<file path="src/rtl/uart_pkg.sv">
// Shared constants for the configurable UART transmit path: FSM encodings,
// parity/stop configuration codes and oversampling tick counts.
package uart_pkg;

  localparam int unsigned OVERSAMPLE     = 16;
  localparam int unsigned STOP_TICKS_1   = 16;
  localparam int unsigned STOP_TICKS_1P5 = 24;
  localparam int unsigned STOP_TICKS_2   = 32;
  localparam int unsigned TCNT_W         = 5;

  localparam logic [2:0] ST_IDLE   = 3'd0;
  localparam logic [2:0] ST_START  = 3'd1;
  localparam logic [2:0] ST_DATA   = 3'd2;
  localparam logic [2:0] ST_PARITY = 3'd3;
  localparam logic [2:0] ST_STOP   = 3'd4;

  localparam logic [1:0] PAR_NONE = 2'b00;
  localparam logic [1:0] PAR_EVEN = 2'b01;
  localparam logic [1:0] PAR_ODD  = 2'b10;

  localparam logic [1:0] STOP_1   = 2'b00;
  localparam logic [1:0] STOP_1P5 = 2'b01;
  localparam logic [1:0] STOP_2   = 2'b10;

  // Final tick index of the stop period; encoding 11 falls through to two stop bits.
  function automatic logic [TCNT_W-1:0] stop_last(input logic [1:0] mode);
    case (mode)
      STOP_1:   stop_last = TCNT_W'(STOP_TICKS_1 - 1);
      STOP_1P5: stop_last = TCNT_W'(STOP_TICKS_1P5 - 1);
      STOP_2:   stop_last = TCNT_W'(STOP_TICKS_2 - 1);
      default:  stop_last = TCNT_W'(STOP_TICKS_2 - 1);
    endcase
  endfunction

endpackage

</file>
<file path="src/rtl/uart_tx_cfg_if.sv">
// Ready/valid byte stream from the host-side producer into the UART transmitter.
interface uart_tx_cfg_if #(
  parameter int unsigned DBIT = 8
) ();
  logic [DBIT-1:0] s_data;
  logic            s_valid;
  logic            s_ready;

  modport master (output s_data, output s_valid, input s_ready);
  modport slave  (input s_data, input s_valid, output s_ready);
endinterface

</file>
<file path="src/rtl/uart_baud_gen.sv">
// Programmable divider producing a registered one-cycle 16x oversampling tick;
// restart reloads the divisor and realigns the count to the new frame.
module uart_baud_gen #(
  parameter int unsigned DIV_W = 11
) (
  input  logic             clk,
  input  logic             reset,
  input  logic             restart,
  input  logic [DIV_W-1:0] div_load,
  output logic             tick,
  output logic             tick_nxt_c
);

  logic [DIV_W-1:0] div_q;
  logic [DIV_W-1:0] cnt_q;
  logic [DIV_W-1:0] cnt_n;

  // tick is high exactly in cycles where the count equals the latched divisor
  always_comb begin
    cnt_n      = (cnt_q == div_q) ? '0 : cnt_q + DIV_W'(1);
    tick_nxt_c = (cnt_n == div_q);
    if (restart) begin
      cnt_n      = '0;
      tick_nxt_c = (div_load == '0);
    end
  end

  always_ff @(posedge clk) begin
    if (reset) begin
      div_q <= '0;
      cnt_q <= '0;
      tick  <= 1'b0;
    end else begin
      cnt_q <= cnt_n;
      tick  <= tick_nxt_c;
      if (restart) div_q <= div_load;
    end
  end

endmodule

</file>
<file path="src/rtl/uart_tx_cfg.sv">
// Runtime-configurable UART transmitter: ready/valid input FIFO feeding a
// start/data/parity/stop serialiser driven by a 16x oversampling tick.
module uart_tx_cfg
  import uart_pkg::*;
#(
  parameter int unsigned DBIT       = 8,
  parameter int unsigned FIFO_DEPTH = 4,
  parameter int unsigned DIV_W      = 11
) (
  input  logic                            clk,
  input  logic                            reset,
  uart_tx_cfg_if.slave                    stream,
  input  logic [1:0]                      parity_mode,
  input  logic [1:0]                      stop_mode,
  input  logic [DIV_W-1:0]                baud_div,
  output logic                            tx,
  output logic                            busy,
  output logic                            tx_done_tick,
  output logic [$clog2(FIFO_DEPTH+1)-1:0] fifo_level
);

  localparam int unsigned PTR_W  = $clog2(FIFO_DEPTH);
  localparam int unsigned LVL_W  = $clog2(FIFO_DEPTH + 1);
  localparam int unsigned BCNT_W = $clog2(DBIT + 1);
  localparam logic [TCNT_W-1:0] BIT_LAST  = TCNT_W'(OVERSAMPLE - 1);
  localparam logic [LVL_W-1:0]  LVL_FULL  = LVL_W'(FIFO_DEPTH);
  localparam logic [BCNT_W-1:0] BCNT_LAST = BCNT_W'(DBIT - 1);

  // FIFO storage and bookkeeping
  logic [DBIT-1:0]  mem [FIFO_DEPTH];
  logic [PTR_W-1:0] wptr_q;
  logic [PTR_W-1:0] rptr_q;
  logic [LVL_W-1:0] count_q;
  logic [LVL_W-1:0] count_n;
  logic             ready_q;
  logic             push;
  logic             pop;
  logic             full;
  logic             empty;
  logic [DBIT-1:0]  head;

  // Serialiser state
  logic [2:0]        state_q,     state_n;
  logic [TCNT_W-1:0] tcnt_q,      tcnt_n;
  logic [BCNT_W-1:0] bcnt_q,      bcnt_n;
  logic [DBIT-1:0]   shift_q,     shift_n;
  logic              par_bit_q,   par_bit_n;
  logic              par_en_q,    par_en_n;
  logic [TCNT_W-1:0] stop_last_q, stop_last_n;
  logic              tx_q,        tx_n;
  logic              busy_q;
  logic              done_q,      done_n;
  logic              tick;
  logic              tick_nxt_c;

  assign full  = (count_q == LVL_FULL);
  assign empty = (count_q == '0);
  assign push  = stream.s_valid && !full;
  assign head  = mem[rptr_q];

  always_comb begin
    count_n = count_q;
    case ({push, pop})
      2'b10:   count_n = count_q + LVL_W'(1);
      2'b01:   count_n = count_q - LVL_W'(1);
      default: count_n = count_q;
    endcase
  end

  always_ff @(posedge clk) begin
    if (reset) begin
      wptr_q  <= '0;
      rptr_q  <= '0;
      count_q <= '0;
      ready_q <= 1'b1;
    end else begin
      if (push) wptr_q <= wptr_q + PTR_W'(1);
      if (pop)  rptr_q <= rptr_q + PTR_W'(1);
      count_q <= count_n;
      ready_q <= (count_n != LVL_FULL);
    end
  end

  always_ff @(posedge clk) begin
    if (push) mem[wptr_q] <= stream.s_data;
  end

  uart_baud_gen #(.DIV_W(DIV_W)) u_baud (
    .clk        (clk),
    .reset      (reset),
    .restart    (pop),
    .div_load   (baud_div),
    .tick       (tick),
    .tick_nxt_c (tick_nxt_c)
  );

  // Next-state logic; a pop from IDLE or the final stop tick starts a new frame
  always_comb begin
    state_n     = state_q;
    tcnt_n      = tcnt_q;
    bcnt_n      = bcnt_q;
    shift_n     = shift_q;
    par_bit_n   = par_bit_q;
    par_en_n    = par_en_q;
    stop_last_n = stop_last_q;
    pop         = 1'b0;
    tx_n        = 1'b1;

    case (state_q)
      ST_IDLE: begin
        if (!empty) pop = 1'b1;
      end
      ST_START: begin
        if (tick) begin
          if (tcnt_q == BIT_LAST) begin
            state_n = ST_DATA;
            tcnt_n  = '0;
            bcnt_n  = '0;
          end else begin
            tcnt_n = tcnt_q + TCNT_W'(1);
          end
        end
      end
      ST_DATA: begin
        if (tick) begin
          if (tcnt_q == BIT_LAST) begin
            tcnt_n  = '0;
            shift_n = shift_q >> 1;
            if (bcnt_q == BCNT_LAST) begin
              state_n = par_en_q ? ST_PARITY : ST_STOP;
            end else begin
              bcnt_n = bcnt_q + BCNT_W'(1);
            end
          end else begin
            tcnt_n = tcnt_q + TCNT_W'(1);
          end
        end
      end
      ST_PARITY: begin
        if (tick) begin
          if (tcnt_q == BIT_LAST) begin
            state_n = ST_STOP;
            tcnt_n  = '0;
          end else begin
            tcnt_n = tcnt_q + TCNT_W'(1);
          end
        end
      end
      ST_STOP: begin
        if (tick) begin
          if (tcnt_q == stop_last_q) begin
            if (!empty) pop = 1'b1;
            else        state_n = ST_IDLE;
          end else begin
            tcnt_n = tcnt_q + TCNT_W'(1);
          end
        end
      end
      default: state_n = ST_IDLE;
    endcase

    // Frame configuration is sampled only at the pop, so later input changes
    // leave the frame in flight untouched.
    if (pop) begin
      state_n     = ST_START;
      tcnt_n      = '0;
      bcnt_n      = '0;
      shift_n     = head;
      par_en_n    = (parity_mode == PAR_EVEN) || (parity_mode == PAR_ODD);
      par_bit_n   = (parity_mode == PAR_ODD) ? ~(^head) : (^head);
      stop_last_n = stop_last(stop_mode);
    end

    case (state_n)
      ST_START:  tx_n = 1'b0;
      ST_DATA:   tx_n = shift_n[0];
      ST_PARITY: tx_n = par_bit_n;
      default:   tx_n = 1'b1;
    endcase
  end

  // Done is registered one cycle ahead so it lands on the final stop-tick cycle
  always_comb begin
    done_n = (state_n == ST_STOP) && (tcnt_n == stop_last_n) && tick_nxt_c;
  end

  always_ff @(posedge clk) begin
    if (reset) begin
      state_q     <= ST_IDLE;
      tcnt_q      <= '0;
      bcnt_q      <= '0;
      shift_q     <= '0;
      par_bit_q   <= 1'b0;
      par_en_q    <= 1'b0;
      stop_last_q <= TCNT_W'(STOP_TICKS_1 - 1);
      tx_q        <= 1'b1;
      busy_q      <= 1'b0;
      done_q      <= 1'b0;
    end else begin
      state_q     <= state_n;
      tcnt_q      <= tcnt_n;
      bcnt_q      <= bcnt_n;
      shift_q     <= shift_n;
      par_bit_q   <= par_bit_n;
      par_en_q    <= par_en_n;
      stop_last_q <= stop_last_n;
      tx_q        <= tx_n;
      busy_q      <= (state_n != ST_IDLE);
      done_q      <= done_n;
    end
  end

  assign stream.s_ready = ready_q;
  assign fifo_level     = count_q;
  assign tx             = tx_q;
  assign busy           = busy_q;
  assign tx_done_tick   = done_q;

endmodule

</file>
<file path="src/flat_wrapper.sv">
// flat-port wrapper written by rule: the top's interface ports become plain ports
module uart_tx_cfg_flat import uart_pkg::*;
#(
  parameter int unsigned DBIT       = 8,
  parameter int unsigned FIFO_DEPTH = 4,
  parameter int unsigned DIV_W      = 11
)
  (clk, reset, parity_mode, stop_mode, baud_div, tx, busy, tx_done_tick, fifo_level, stream_s_data, stream_s_valid, stream_s_ready);
  uart_tx_cfg_if #(.DBIT(DBIT)) stream_i ();
  input  logic clk;
  input  logic reset;
  input  logic [1:0] parity_mode;
  input  logic [1:0] stop_mode;
  input  logic [DIV_W-1:0] baud_div;
  output logic tx;
  output logic busy;
  output logic tx_done_tick;
  output logic [$clog2(FIFO_DEPTH+1)-1:0] fifo_level;
  input wire logic [$bits(stream_i.s_data)-1:0] stream_s_data;
  input wire logic [$bits(stream_i.s_valid)-1:0] stream_s_valid;
  output wire logic [$bits(stream_i.s_ready)-1:0] stream_s_ready;
  assign stream_i.s_data = stream_s_data;
  assign stream_i.s_valid = stream_s_valid;
  assign stream_s_ready = stream_i.s_ready;
  uart_tx_cfg #(.DBIT(DBIT), .FIFO_DEPTH(FIFO_DEPTH), .DIV_W(DIV_W)) u_core (.clk(clk), .reset(reset), .stream(stream_i), .parity_mode(parity_mode), .stop_mode(stop_mode), .baud_div(baud_div), .tx(tx), .busy(busy), .tx_done_tick(tx_done_tick), .fifo_level(fifo_level));
endmodule
</file>
<file path="config.mk">
export PLATFORM = sky130hd
export DESIGN_NAME = uart_tx_cfg_flat
export DESIGN_NICKNAME = d
export VERILOG_FILES = /design/src/rtl/uart_pkg.sv /design/src/rtl/uart_tx_cfg_if.sv /design/src/rtl/uart_baud_gen.sv /design/src/rtl/uart_tx_cfg.sv /design/src/flat_wrapper.sv
export SDC_FILE = /design/constraint.sdc
export NUM_CORES = 1
export LEC_CHECK = 0
export CAP_MARGIN = 15
export CORE_MARGIN = 2
export CORE_UTILIZATION = 25
export CTS_BUF_LIST = sky130_fd_sc_hd__clkbuf_8
export DETAILED_ROUTE_END_ITERATION = 12
export RECOVER_POWER = 50
export SYNTH_ARGS = -nofsm -noshare
export SYNTH_HDL_FRONTEND = slang
export SYNTH_SLANG_ARGS = --single-unit
</file>
<file path="constraint.sdc">
create_clock -name clk -period 2.8 [get_ports clk]
set_input_delay 0.42 -clock clk [delete_from_list [all_inputs] [get_ports clk]]
set_output_delay 0.42 -clock clk [all_outputs]
set_load 0.01 [all_outputs]
</file>
Word level (Yosys, flattened, before mapping)
Memory sizes are Yosys's and may differ from the RTL's. A register that Yosys moved wholly into a read port is not among the register bits.
Index checks and enable logic that the tools add are counted.
{ "totals": {"register_bits": 61, "out_inout_bits": 7, "inputBits": 26, "elab_cells": 117, "ram_bits": 32, "memories": 1} }
{ "memory_table": {"columns": ["name", "words", "word_bits", "rd", "rd_ports_with_merged_regs", "wr", "line", "rtl"], "rows": [
  ["u_core.mem", 4, 8, 1, 1, 1, "uart_tx_cfg.sv:30", "logic [DBIT-1:0] mem [FIFO_DEPTH];"]
]} }
{ "classes": {"muxes": 45, "bitwise": 1, "addsub": 7, "n_eq_ne": 26, "reduce_logical": 19} }
{ "ops": {"columns": ["cell", "n"], "rows": [
  ["3-bit 2-to-1 mux", 12],
  ["8-bit 2-to-1 mux", 4],
  ["5-bit 2-to-1 mux", 6],
  ["11-bit == test", 2],
  ["4-bit 2-to-1 mux", 5],
  ["5-bit case mux with 2 select lines", 2],
  ["3-bit case mux with 5 select lines", 1],
  ["3-bit by 2-bit == test with 1-bit output (second input constant)", 4],
  ["11-bit by 1-bit adder with 11-bit output (second input constant)", 1],
  ["11-bit zero test", 1],
  ["11-bit 2-to-1 mux", 1],
  ["5-bit == test", 2],
  ["3-bit == test (second input constant)", 3],
  ["1-bit 2-to-1 mux", 8],
  ["4-bit case mux with 2 select lines", 1],
  ["2-bit nonzero test", 4],
  ["8-bit XOR reduction", 1],
  ["2-bit by 1-bit == test with 1-bit output (second input constant)", 3],
  ["3-bit by 1-bit == test with 1-bit output (second input constant)", 2],
  ["3-bit zero test", 2],
  ["2-bit != test (second input constant)", 3],
  ["3-bit case mux with 2 select lines", 1],
  ["6-bit AND reduction", 1],
  ["5-bit by 1-bit adder with 5-bit output (second input constant)", 1],
  ["other kinds (21)", 27]
]} }

Depth between registers and ports, before layout
Gate-level depths: netlist (run 1).
{ "depth": {"ltp_word": 9, "depth_mapped": 16, "mapped_depth_nobuf": 13} }

Cells and area by module
From an unflattened synthesis (run 1), not the netlist that was laid out.
{ "unflattened": {"hier_cells": 489, "hier_area_um2": 4902.2} }
{ "by_module_without_submodules": {"columns": ["module", "area_each_um2", "instances", "seq_area_each_um2", "cells_each"], "rows": [
  ["uart_tx_cfg", 3548.4, 1, 1761.7, 333],
  ["uart_baud_gen", 1353.8, 1, 460.4, 156]
]} }

Worst setup path before layout (run 1)
Ideal clock, no wire load.
{ "synth_timing": {"kind": "register to register", "start": "reg u_core.tcnt_q[2]", "end": "reg u_core.ready_q (netlist: u_core.stream.s_ready)", "t_required_ns": 2.681, "stages_incl_launch_ff": 17, "setup_ns": 0.119, "t_arrival_ns": 2.955, "synth_period_minus_slack_ns": 3.074, "slack_ns": -0.274, "cell_sequence": "dfxtp_1 -> buf_2 -> xnor2_1 -> nand3_1 -> or2_0 -> buf_2 -> o21ai_1 -> o311ai_2 -> inv_1 -> buf_2 -> ha_1 -> inv_1 -> fa_1 -> xor2_1 -> or3_1 -> a21oi_1 -> nand2_1"} }
{ "synth_via": {"elab_chain_cells": 7, "elab_cells_between_ends": 8, "classes_between": "eq/ne: 4; mux: 4"} }
{ "synth_lines": {"columns": ["item", "line", "rtl"], "rows": [
  ["from (decl)", "uart_tx_cfg.sv:44", "logic [TCNT_W-1:0] tcnt_q, tcnt_n;"],
  ["from (signal assigned)", "uart_tx_cfg.sv:201", "tcnt_q <= tcnt_n;"],
  ["5-bit == test (*)", "uart_tx_cfg.sv:151", "if (tcnt_q == stop_last_q) begin"],
  ["1-bit 2-to-1 mux (*)", "uart_tx_cfg.sv:151", null],
  ["1-bit 2-to-1 mux (*)", "uart_tx_cfg.sv:150", "if (tick) begin"],
  ["1-bit case mux with 2 select lines (*)", "uart_tx_cfg.sv:109", "case (state_q)"],
  ["named net u_core.pop", "uart_tx_cfg.sv:37", "logic pop;"],
  ["2-bit by 1-bit == test with 1-bit output / 2-bit == test (equally long branches)", "uart_tx_cfg.sv:63", "case ({push, pop})"],
  ["3-bit case mux with 2 select lines (*)", "uart_tx_cfg.sv:63", null],
  ["3-bit != test (*)", "uart_tx_cfg.sv:80", "ready_q <= (count_n != LVL_FULL);"],
  ["to (signal assigned)", "uart_tx_cfg.sv:80", null],
  ["to (decl)", "uart_tx_cfg.sv:35", "logic ready_q;"]
]} }
The timed path passes the listed nets; every way through them passes the cells marked *.
A chain may end at the register's enable or synchronous reset.

Worst setup path after layout (run 1)
{ "layout_timing": {"start": "reg u_core.stop_last_q[4]", "end": "reg u_core.ready_q (netlist: u_core.stream.s_ready)"} }
{ "layout_via": {"elab_chain_cells": 7, "elab_cells_between_ends": 8, "classes_between": "eq/ne: 4; mux: 4"} }
{ "layout_lines": {"columns": ["item", "line", "rtl"], "rows": [
  ["from (decl)", "uart_tx_cfg.sv:49", "logic [TCNT_W-1:0] stop_last_q, stop_last_n;"],
  ["from (signal assigned)", "uart_tx_cfg.sv:195", "stop_last_q <= TCNT_W'(STOP_TICKS_1 - 1);"],
  ["from (signal assigned)", "uart_tx_cfg.sv:206", "stop_last_q <= stop_last_n;"],
  ["5-bit == test (*)", "uart_tx_cfg.sv:151", null],
  ["1-bit 2-to-1 mux (*)", "uart_tx_cfg.sv:151", null],
  ["1-bit 2-to-1 mux (*)", "uart_tx_cfg.sv:150", null],
  ["1-bit case mux with 2 select lines (*)", "uart_tx_cfg.sv:109", null],
  ["2-bit by 1-bit == test with 1-bit output / 2-bit == test (equally long branches)", "uart_tx_cfg.sv:63", null],
  ["3-bit case mux with 2 select lines (*)", "uart_tx_cfg.sv:63", null],
  ["3-bit != test (*)", "uart_tx_cfg.sv:80", null]
]} }
Mark *: on every way between the ends. The rest lies on a longest branch, timed or not.

==> flow_summary.json, run 1 <==
{
  "ios": 33,
  "syn_nets": 508,
  "nNetsFinal": 550,
  "synth_seq_area_share": 0.470,
  "synthMuxAreaShare": 0.0622,
  "grt_pass1_wl_mm": 16.2,
  "status": "complete, no violations",
  "layout_setup_ws_ps": 123,
  "synth_ff_type": "dfxtp_1",
  "critical_path_class": "flip-flop to flip-flop",
  "hold_violations": 0,
  "diodes": 0,
  "worstMarginPinSlew_ps": 687,
  "drt-initial-drc-count": 120,
  "maxSlewViolCount": 0,
  "drt-total-wl_mm": 10.0,
  "numCtsBuffers": 9,
  "setup_viol": 0,
  "grtUsageMet1": 0.122,
  "die_w_um": 141,
  "grtUsageMet3": 0.0206,
  "grt_pass1_vias": 3376,
  "postSynthCellCount": 469,
  "tritoncts": "built",
  "use_met2": 0.173,
  "ir_drop_v": 0.000340,
  "layoutNonFillerInstCount": 750,
  "critPathCaptureType": "flip-flop",
  "r2r_slack_ps": 120,
  "clock_sinks": 95,
  "layout-drive-gt1-share": 0.151,
  "track_usage": 0.101,
  "netlist-cell-type-count": 67,
  "critPathLaunchType": "flip-flop",
  "synthAdderAreaFrac": 0.0360,
  "synthArstFlopShare": 0,
  "gp_congestion": 0.835,
  "pre_cts_slack_ps": 59.8,
  "first_pass_iters": 4,
  "synthSimpleGateAreaFrac": 0.192,
  "cp_top_family": "simple AND/OR/NAND/NOR gates",
  "wire_per_inst_um": 13.4,
  "power.density_mw_per_mm2": 818,
  "rsz0062_at_grt": "true",
  "period_share": 0.956,
  "busiest_layer": "met2",
  "maxCapViolCount": 0,
  "grt_max_degree": 33,
  "max_freq_mhz": 374,
  "h-tree-depth": 3,
  "synth_compound_area_frac": 0.100,
  "p_leak_nw": 1.90,
  "synth_area_leaders": "dfxtp_1 27%, edfxtp_1 20%, xnor2_1 6.5%, nor2_1 4.0%, mux4_2 3.8%",
  "synth_top_area_frac": 0.267,
  "synth_xor_area_frac": 0.0975,
  "syn-cell-area_mm2": 0.00472,
  "min_path_type": "flip-flop to flip-flop",
  "postRouteAntennaNets": 0,
  "dp_cells": 731,
  "finalClockSkew_ps": 15.3,
  "yosysWarnings": 0,
  "cts_root_buffer": "clkbuf_8",
  "cts_hold_buf": 0,
  "synth_top_family_by_area": "simple AND/OR/NAND/NOR gates",
  "worstPathCellList": "xnor2_2 > nand3_2 > or2_1 > o21ai_2 > o311ai_4 > inv_2 > ha_4 > inv_1 > fa_2 > xor2_1 > or3_1 > a21oi_2 > nand2_1",
  "critical-path-max-stage-delay_ps": 360,
  "crit_required_ps": 3060,
  "initial_utilization": 0.253,
  "holdWs_ps": 468,
  "core-area_mm2": 0.0186,
  "clockBufferDepth": 2,
  "die-area_mm2": 0.0200,
  "fin_util": 0.303,
  "yosysMostFrequentCell": "dfxtp_1",
  "placementRows": 50,
  "synth-edff-count": 32,
  "crit_buf_inv": 2,
  "period_minus_slack_ps": 2680,
  "avgSynthCellArea_um2": 10.1,
  "via_count": 3522,
  "synth_area_leader_cell": "dfxtp_1",
  "chipHeight_um": 141,
  "synth_seq_cells": 95,
  "worstPathArrival_ps": 2940,
  "clkTransAtPathRegs_ps": 100,
  "areaGrowthSynthToFinish_pct": 19.5,
  "clkLatencyLatePin_ps": 360,
  "antenna_found_initial": 0,
  "port_buffers": 32,
  "drc": 0,
  "worst_path_max_delay_cell": "dfxtp_2",
  "n_fill_cell": 1902,
  "cp_max_fo": 3,
  "post-dp-hpwl_mm": 7.34,
  "synthTopCellsByCount": "63 x dfxtp_1, 50 x nor2_1, 47 x nand2_1",
  "relSlewSlack": 0.542,
  "overflow": 0,
  "fin_setup_tns_ps": 0,
  "post_drt_via_cell_ratio": 4.70
}
==> per-stage QoR <==
step	power (W)	cell area (um^2)
after CTS	0.00467	5590
after floorplan	0.00327	4770
final	0.00462	5650
after detailed placement	0.00377	5400
after global routing	0.00494	5650
after global placement	0.00371	5400
==> layout make-up <==
class	instances	area [um^2]	area share
clock buffer	9	124	0.0219
clock inverter	7	66.3	0.0117
inverter	15	56.3	0.00997
multi-input combinational	332	2360	0.419
sequential	95	2230	0.396
tap	234	293	0.0519
timing repair buffer	58	508	0.0900
==> power breakdown <==
group / total (W) / switching (W) / internal, W
clock network: 0.000890 / 0.000483 / 0.000407
registers: 0.00190 / 0.000220 / 0.00168
logic: 0.00183 / 0.000987 / 0.000843
==> cells in the final DEF, fill, tap and decap left out, types with 3 or more instances in the layout <==
cell             count
nand2b_1             3
edfxtp_1            32
or2_2                3
mux4_2               8
and2_0               5
or3_1                6
clkdlybuf4s50_1     19
nor3_1              14
dfxtp_1             57
nor2_1              50
clkbuf_8             9
dlygate4sd3_1       13
nand2_1             47
xnor2_2              4
buf_4               24
xor2_1              13
mux2i_1              8
and3_1               4
mux2_2               3
a211oi_1             9
ha_1                11
nand3_1             12
xnor2_1             32
dfxtp_2              4
nor2b_1              6
nand4_1              5
nor4_1               4
inv_1               16
a21oi_1             24
o21ai_0              7
nor3b_1              3
==> tightest hold or removal path: stages, from the launching register on <==
cell and delay (ps):
dfxtp_1 320, nand2_1 50, a21oi_1 50
==> repair_timing <==
action,CTS,global route
endpoints found under the setup margin,0,2
resized for setup,0,13
buffers inserted,0,3
==> sequential cells by signal, indices dropped and copies added, names as in the netlist, 2 cells and up, named ones only <==
signal	flops
u_core.bcnt_q	4
u_core.fifo_level	3
u_core.mem	32
u_core.rptr_q	2
u_core.shift_q	8
u_core.state_q	3
u_core.stop_last_q	5
u_core.tcnt_q	5
u_core.u_baud.cnt_q	11
u_core.u_baud.div_q	11
u_core.wptr_q	2
==> worst paths after layout <==
kind,startpoint,to,depth (start not counted)
max,u_core.stop_last_q[4],u_core.stream.s_ready,13
min,u_core.par_bit_q,u_core.par_bit_q,2
max reg2reg,u_core.stop_last_q[4],u_core.stream.s_ready,13
min reg2reg,u_core.par_bit_q,u_core.par_bit_q,2
==> logic make-up (layout without fill, tap and decap cells) <==
kind of cell / after synthesis / in the layout
AOI/OAI and AO/OA: 70 / 70
xor gates and xnor gates: 50 / 50
adders and majority gates: 13 / 13
buffers and inverters: 42 / 89
DFF: 95 / 95
muxes: 19 / 19
and+or+nand+nor: 180 / 180
==> metal layers <==
metal / vias to the layer above / share of wire
li1: 1733 / -
met1: 1708 / 0.44
met2: 66 / 0.51
met3: 15 / 0.038
met4: 0 / 0.016
met5: - / 0
Power figures use the tool's default switching activity.
==> run 2, diff against run 1 <==
CELL_PAD_IN_SITES_DETAIL_PLACEMENT = 0   (was unset)
CELL_PAD_IN_SITES_GLOBAL_PLACEMENT = 1   (was unset)
PLACE_DENSITY_LB_ADDON = 0.1   (was unset)
SETUP_SLACK_MARGIN = 0.1   (was unset)
==> run 2 against run 1 <==
Net effect:
- sequential share of layout area shrank 0.19 points
- highest routed layer unchanged
- sequential power barely moved
- largest power group unchanged
- utilization grew 0.081 points
- die area is the same
- flip-flop and latch count stayed put
==> flow_summary.json, run 2 (same netlist as run 1, synthesis figures left out) <==
{
  "period_share": 0.939,
  "hold_violations": 0,
  "fin_setup_tns_ps": 0,
  "die_w_um": 141,
  "r2r_slack_ps": 170,
  "layout_common_cells": "57 x dfxtp_1, 50 x nor2_1, 47 x nand2_1, 32 x xnor2_1, 32 x edfxtp_1",
  "setup_viol": 0,
  "cts_hold_buf": 0,
  "critical-path-max-stage-delay_ps": 360,
  "grt_pass1_vias": 3423,
  "track_usage": 0.115,
  "wire_per_inst_um": 14.5,
  "antenna_found_initial": 0,
  "critPathLaunchType": "flip-flop",
  "grt_pass1_wl_mm": 18.0,
  "ir_drop_v": 0.000365,
  "nNetsFinal": 549,
  "crit_required_ps": 3060,
  "post-dp-hpwl_mm": 7.97,
  "p_leak_nw": 1.91,
  "worstPathCellList": "xnor2_2 > nand3_2 > or2_4 > o21ai_4 > o311ai_4 > inv_2 > ha_4 > inv_2 > fa_2 > xor2_1 > or3_1 > a21oi_2 > nand2_1",
  "drt-initial-drc-count": 144,
  "drc": 0,
  "drt-total-wl_mm": 10.9,
  "final_common_cell": "dfxtp_1",
  "cp_top_family": "simple AND/OR/NAND/NOR gates",
  "grtUsageMet3": 0.0192,
  "largest_register_ffs": 32,
  "max_freq_mhz": 380,
  "n_fill_cell": 1959,
  "postRouteAntennaNets": 0,
  "use_met2": 0.187,
  "tritoncts": "built",
  "critical_path_class": "flip-flop to flip-flop",
  "rsz0062_at_grt": "true",
  "reg_top3": "u_core.mem: 32 flops, u_core.u_baud.cnt_q: 11 flops, u_core.u_baud.div_q: 11 flops",
  "power.density_mw_per_mm2": 819,
  "clockBufferDepth": 2,
  "area.sequential_mm2": 0.00223,
  "critPathCaptureType": "flip-flop",
  "min_path_type": "flip-flop to flip-flop",
  "crit_top_cell": "inv_2",
  "clkLatencyLatePin_ps": 360,
  "crit_buf_inv": 2,
  "finalClockSkew_ps": 6.45,
  "clock_sinks": 95,
  "via_count": 3374,
  "status": "complete, no violations",
  "worstPathArrival_ps": 2890,
  "gp_congestion": 0.765,
  "cts_root_buffer": "clkbuf_8",
  "relSlewSlack": 0.557,
  "grt_max_degree": 38,
  "placementRows": 50,
  "numCtsBuffers": 9,
  "place_area_mm2": 0.00542,
  "chipHeight_um": 141,
  "maxCapViolCount": 0,
  "ios": 33,
  "busiest_layer": "met2",
  "port_buffers": 32,
  "initial_utilization": 0.253,
  "layout-drive-gt1-share": 0.157,
  "grtUsageMet1": 0.154,
  "diodes": 0,
  "regMostFlops": "u_core.mem",
  "areaGrowthSynthToFinish_pct": 19.8,
  "cp_max_fo": 3,
  "h-tree-depth": 3,
  "period_minus_slack_ps": 2630,
  "worstMarginPinSlew_ps": 665,
  "first_pass_iters": 4,
  "maxSlewViolCount": 0,
  "overflow": 0,
  "fin_area_mm2": 0.00566,
  "worst_path_max_delay_cell": "dfxtp_2",
  "core-area_mm2": 0.0186,
  "clkTransAtPathRegs_ps": 90,
  "post_drt_via_cell_ratio": 4.50,
  "die-area_mm2": 0.0200,
  "multi_input_area_mm2": 0.00238
}
## run 2: cell types whose count changed in the layout (fill, tap and decap cells not counted), moves of 2 or more
cell / previous run / this run
clkinvlp_4: 2 / 0
dfxtp_2: 4 / 6
dfxtp_4: 2 / 0
inv_1: 16 / 14
## run 2: routing by layer
layer,up-vias,routed length [um]
met4,0,138
li1,1732,-
met2,28,5080
met3,10,197
met5,-,0
met1,1604,5470
## run 2: through the flow
step / utilization / power [W] / hold WS [ps] / setup WS (ps) / instances
floorplan: - / 0.00327 / 432 / 6.49 / 469
global placement: 0.290 / 0.00383 / 447 / 126 / 730
detailed placement: 0.290 / 0.00382 / 451 / 69.0 / 730
CTS: 0.301 / 0.00475 / 465 / 107 / 747
global route: 0.304 / 0.00501 / 507 / 23.0 / 749
finish: 0.304 / 0.00464 / 464 / 171 / 749
## run 2: cell type report
type / count / share of cell area
multi-input combinational: 332 / 0.420
sequential: 95 / 0.394
timing repair buffer: 57 / 0.0913
clock inverter: 7 / 0.0115
inverter: 15 / 0.00994
tap: 234 / 0.0517
clock buffer: 9 / 0.0219
## run 2: what timing repair did
item                                    CTS  global route
endpoints found under the setup margin    1             6
resized for setup                         1            11
hold endpoints to repair                  0             0
setup buffers                             1             2
pin swaps                                 1             8
## run 2: worst register-to-register path, stage by stage (launching register included)
cell	delay [ps]
dfxtp_2	360
xnor2_2	160
nand3_2	120
or2_4	260
o21ai_4	200
o311ai_4	130
inv_2	120
ha_4	140
inv_2	40
fa_2	320
xor2_1	150
or3_1	320
a21oi_2	150
nand2_1	60
## run 2: path summary, 6_finish.rpt
kind	start	endpoint	cells past startpoint
hold reg to reg	u_core.par_bit_q	u_core.par_bit_q	2
hold / removal	u_core.par_bit_q	u_core.par_bit_q	2
setup reg to reg	u_core.stop_last_q[1]	u_core.stream.s_ready	13
setup / recovery	u_core.stop_last_q[1]	u_core.stream.s_ready	13
## run 2: report_power, final
| part | switching (W) | internal, W | total, W | leakage [nW] |
|---|---|---|---|---|
| Combinational | 0.000989 | 0.000835 | 0.00182 | 1.00 |
| Sequential | 0.000228 | 0.00168 | 0.00191 | 0.807 |
| Clock | 0.000496 | 0.000408 | 0.000903 | 0.102 |
==> run 3, diff against run 2 <==
DONT_BUFFER_PORTS = 1   (was unset)
==> run 3 against run 2 <==
Net effect:
- routed wire length rose by 2.8%
- worst setup slack worse by 17 ps
- global-route usage rose by 0.56 points
- clock skew up 9.8 ps
- combinational power fell by 3%
- total power is 2.5% lower
- flip-flop and latch count did not move
- sequential share of layout area grew 2.6 points
- clock power shrank 8.3%
- fmax fell by 0.64%
- critical path type unchanged
==> flow_summary.json, run 3 (same netlist as run 1, synthesis figures left out) <==
{
  "layout_common_cells": "56 x dfxtp_1, 50 x nor2_1, 47 x nand2_1, 32 x xnor2_1, 32 x edfxtp_1",
  "critPathCaptureType": "flip-flop",
  "crit_required_ps": 3070,
  "antenna_found_initial": 0,
  "grt_pass1_wl_mm": 18.5,
  "port_buffers": 0,
  "period_share": 0.945,
  "diodes": 0,
  "setup_viol": 0,
  "cp_max_fo": 3,
  "clockBufferDepth": 2,
  "grt_max_degree": 43,
  "period_minus_slack_ps": 2650,
  "initial_utilization": 0.253,
  "layout-drive-gt1-share": 0.171,
  "nNetsFinal": 519,
  "wire_per_inst_um": 15.6,
  "post-dp-hpwl_mm": 7.97,
  "r2r_slack_ps": 150,
  "r2r_start": "u_core.stop_last_q[1]",
  "track_usage": 0.120,
  "n_fill_cell": 1978,
  "r2r_end": "u_core.stream.s_ready",
  "critical_path_class": "flip-flop to flip-flop",
  "cts_root_buffer": "clkbuf_8",
  "numCtsBuffers": 9,
  "use_met2": 0.202,
  "maxSlewViolCount": 0,
  "layoutNonFillerInstCount": 719,
  "tritoncts": "built",
  "drc": 0,
  "cp-startpoint": "u_core.stop_last_q[1]",
  "postRouteAntennaNets": 0,
  "clkTransAtPathRegs_ps": 100,
  "max_freq_mhz": 378,
  "areaGrowthSynthToFinish_pct": 12.4,
  "chipHeight_um": 141,
  "critPathLaunchType": "flip-flop",
  "h-tree-depth": 3,
  "die_w_um": 141,
  "p_leak_nw": 1.77,
  "place_area_mm2": 0.00511,
  "reg_top3": "u_core.mem: 32 flops, u_core.u_baud.cnt_q: 11 flops, u_core.u_baud.div_q: 11 flops",
  "drt-initial-drc-count": 129,
  "overflow": 0,
  "gp_congestion": 0.736,
  "die-area_mm2": 0.0200,
  "rsz0062_at_grt": "true",
  "dp_cells": 702,
  "endpoint": "u_core.stream.s_ready",
  "clock_sinks": 95,
  "post_drt_via_cell_ratio": 4.60,
  "first_pass_iters": 4,
  "drt-total-wl_mm": 11.2,
  "placementRows": 50,
  "fin_setup_tns_ps": 0,
  "core-area_mm2": 0.0186,
  "reg2reg_depth": 13,
  "final_common_cell": "dfxtp_1",
  "min_path_type": "primary input to flip-flop",
  "ios": 33,
  "fin_area_mm2": 0.00531,
  "maxCapViolCount": 0,
  "power.density_mw_per_mm2": 850,
  "via_count": 3309,
  "largest_register_ffs": 32,
  "grtUsageMet3": 0.0229,
  "worstMarginPinSlew_ps": 692,
  "busiest_layer": "met2",
  "finalClockSkew_ps": 16.3,
  "worstPathArrival_ps": 2910,
  "clkLatencyLatePin_ps": 380,
  "hold_violations": 0,
  "status": "complete, no violations",
  "grt_pass1_vias": 3493,
  "regMostFlops": "u_core.mem",
  "relSlewSlack": 0.538,
  "grtUsageMet1": 0.148,
  "ir_drop_v": 0.000259
}
## run 3: layout make-up
class	count	area, um^2	share of cell area
well taps	234	293	0.0551
inverters	15	56.3	0.0106
flip-flops and latches	95	2230	0.420
clock buffers	9	124	0.0233
repair buffers	27	195	0.0367
clock inverters	7	40.0	0.00754
multi-input cells	332	2370	0.447
## run 3: stage by stage
stage          setup WS, ps  power, W  utilization  hold slack, ps
3_5_place_dp           66.4   0.00375        0.274             446
5_1_grt                22.1   0.00487        0.285            63.3
6_report                154   0.00452        0.285            99.9
2_1_floorplan          6.49   0.00327            -             432
3_3_place_gp            132   0.00374        0.274             441
4_1_cts                 106   0.00461        0.283            59.0
## run 3: metal layers
metal  part of all wire  vias up
met5                  0        -
met4              0.021        0
met3              0.027       12
met2               0.49       27
met1               0.47     1600
li1                   -     1670
## run 3: how the worst min path moves through the flow
stage | from | to | slack [ps] | depth (start not counted)
floorplan | u_core.par_bit_q | u_core.par_bit_q | 430 | 2
global placement | u_core.par_bit_q | u_core.par_bit_q | 440 | 2
detailed placement | u_core.par_bit_q | u_core.par_bit_q | 450 | 2
CTS | reset | u_core.u_baud.div_q[6] | 60 | 1
global route | reset | u_core.u_baud.div_q[5] | 60 | 1
finish | reset | u_core.u_baud.div_q[5] | 100 | 1
## run 3: power breakdown
group          total, W  internal (W)  switching [W]  leakage, nW
Combinational   0.00177      0.000776       0.000993        0.868
Clock          0.000828      0.000318       0.000510       0.0920
Sequential      0.00192       0.00168       0.000239        0.810
Total           0.00452       0.00277        0.00174         1.77
## run 3: timing repair
item                                    in CTS  in global routing
hold buffers                                 0                  0
setup buffers                                1                  0
resized for setup                            1                 11
cloned                                       0                  0
endpoints found under the setup margin       1                  8
pin swaps                                    2                  2
## run 3: critical path, stage by stage (launching register included)
cell      delay (ps)
dfxtp_2          360
xnor2_2          160
nand3_2          120
or2_1            250
o21ai_2          220
o311ai_4         140
inv_2            120
ha_4             140
inv_2             30
fa_2             330
xor2_1           150
or3_1            320
a21oi_2          130
nand2_1           60
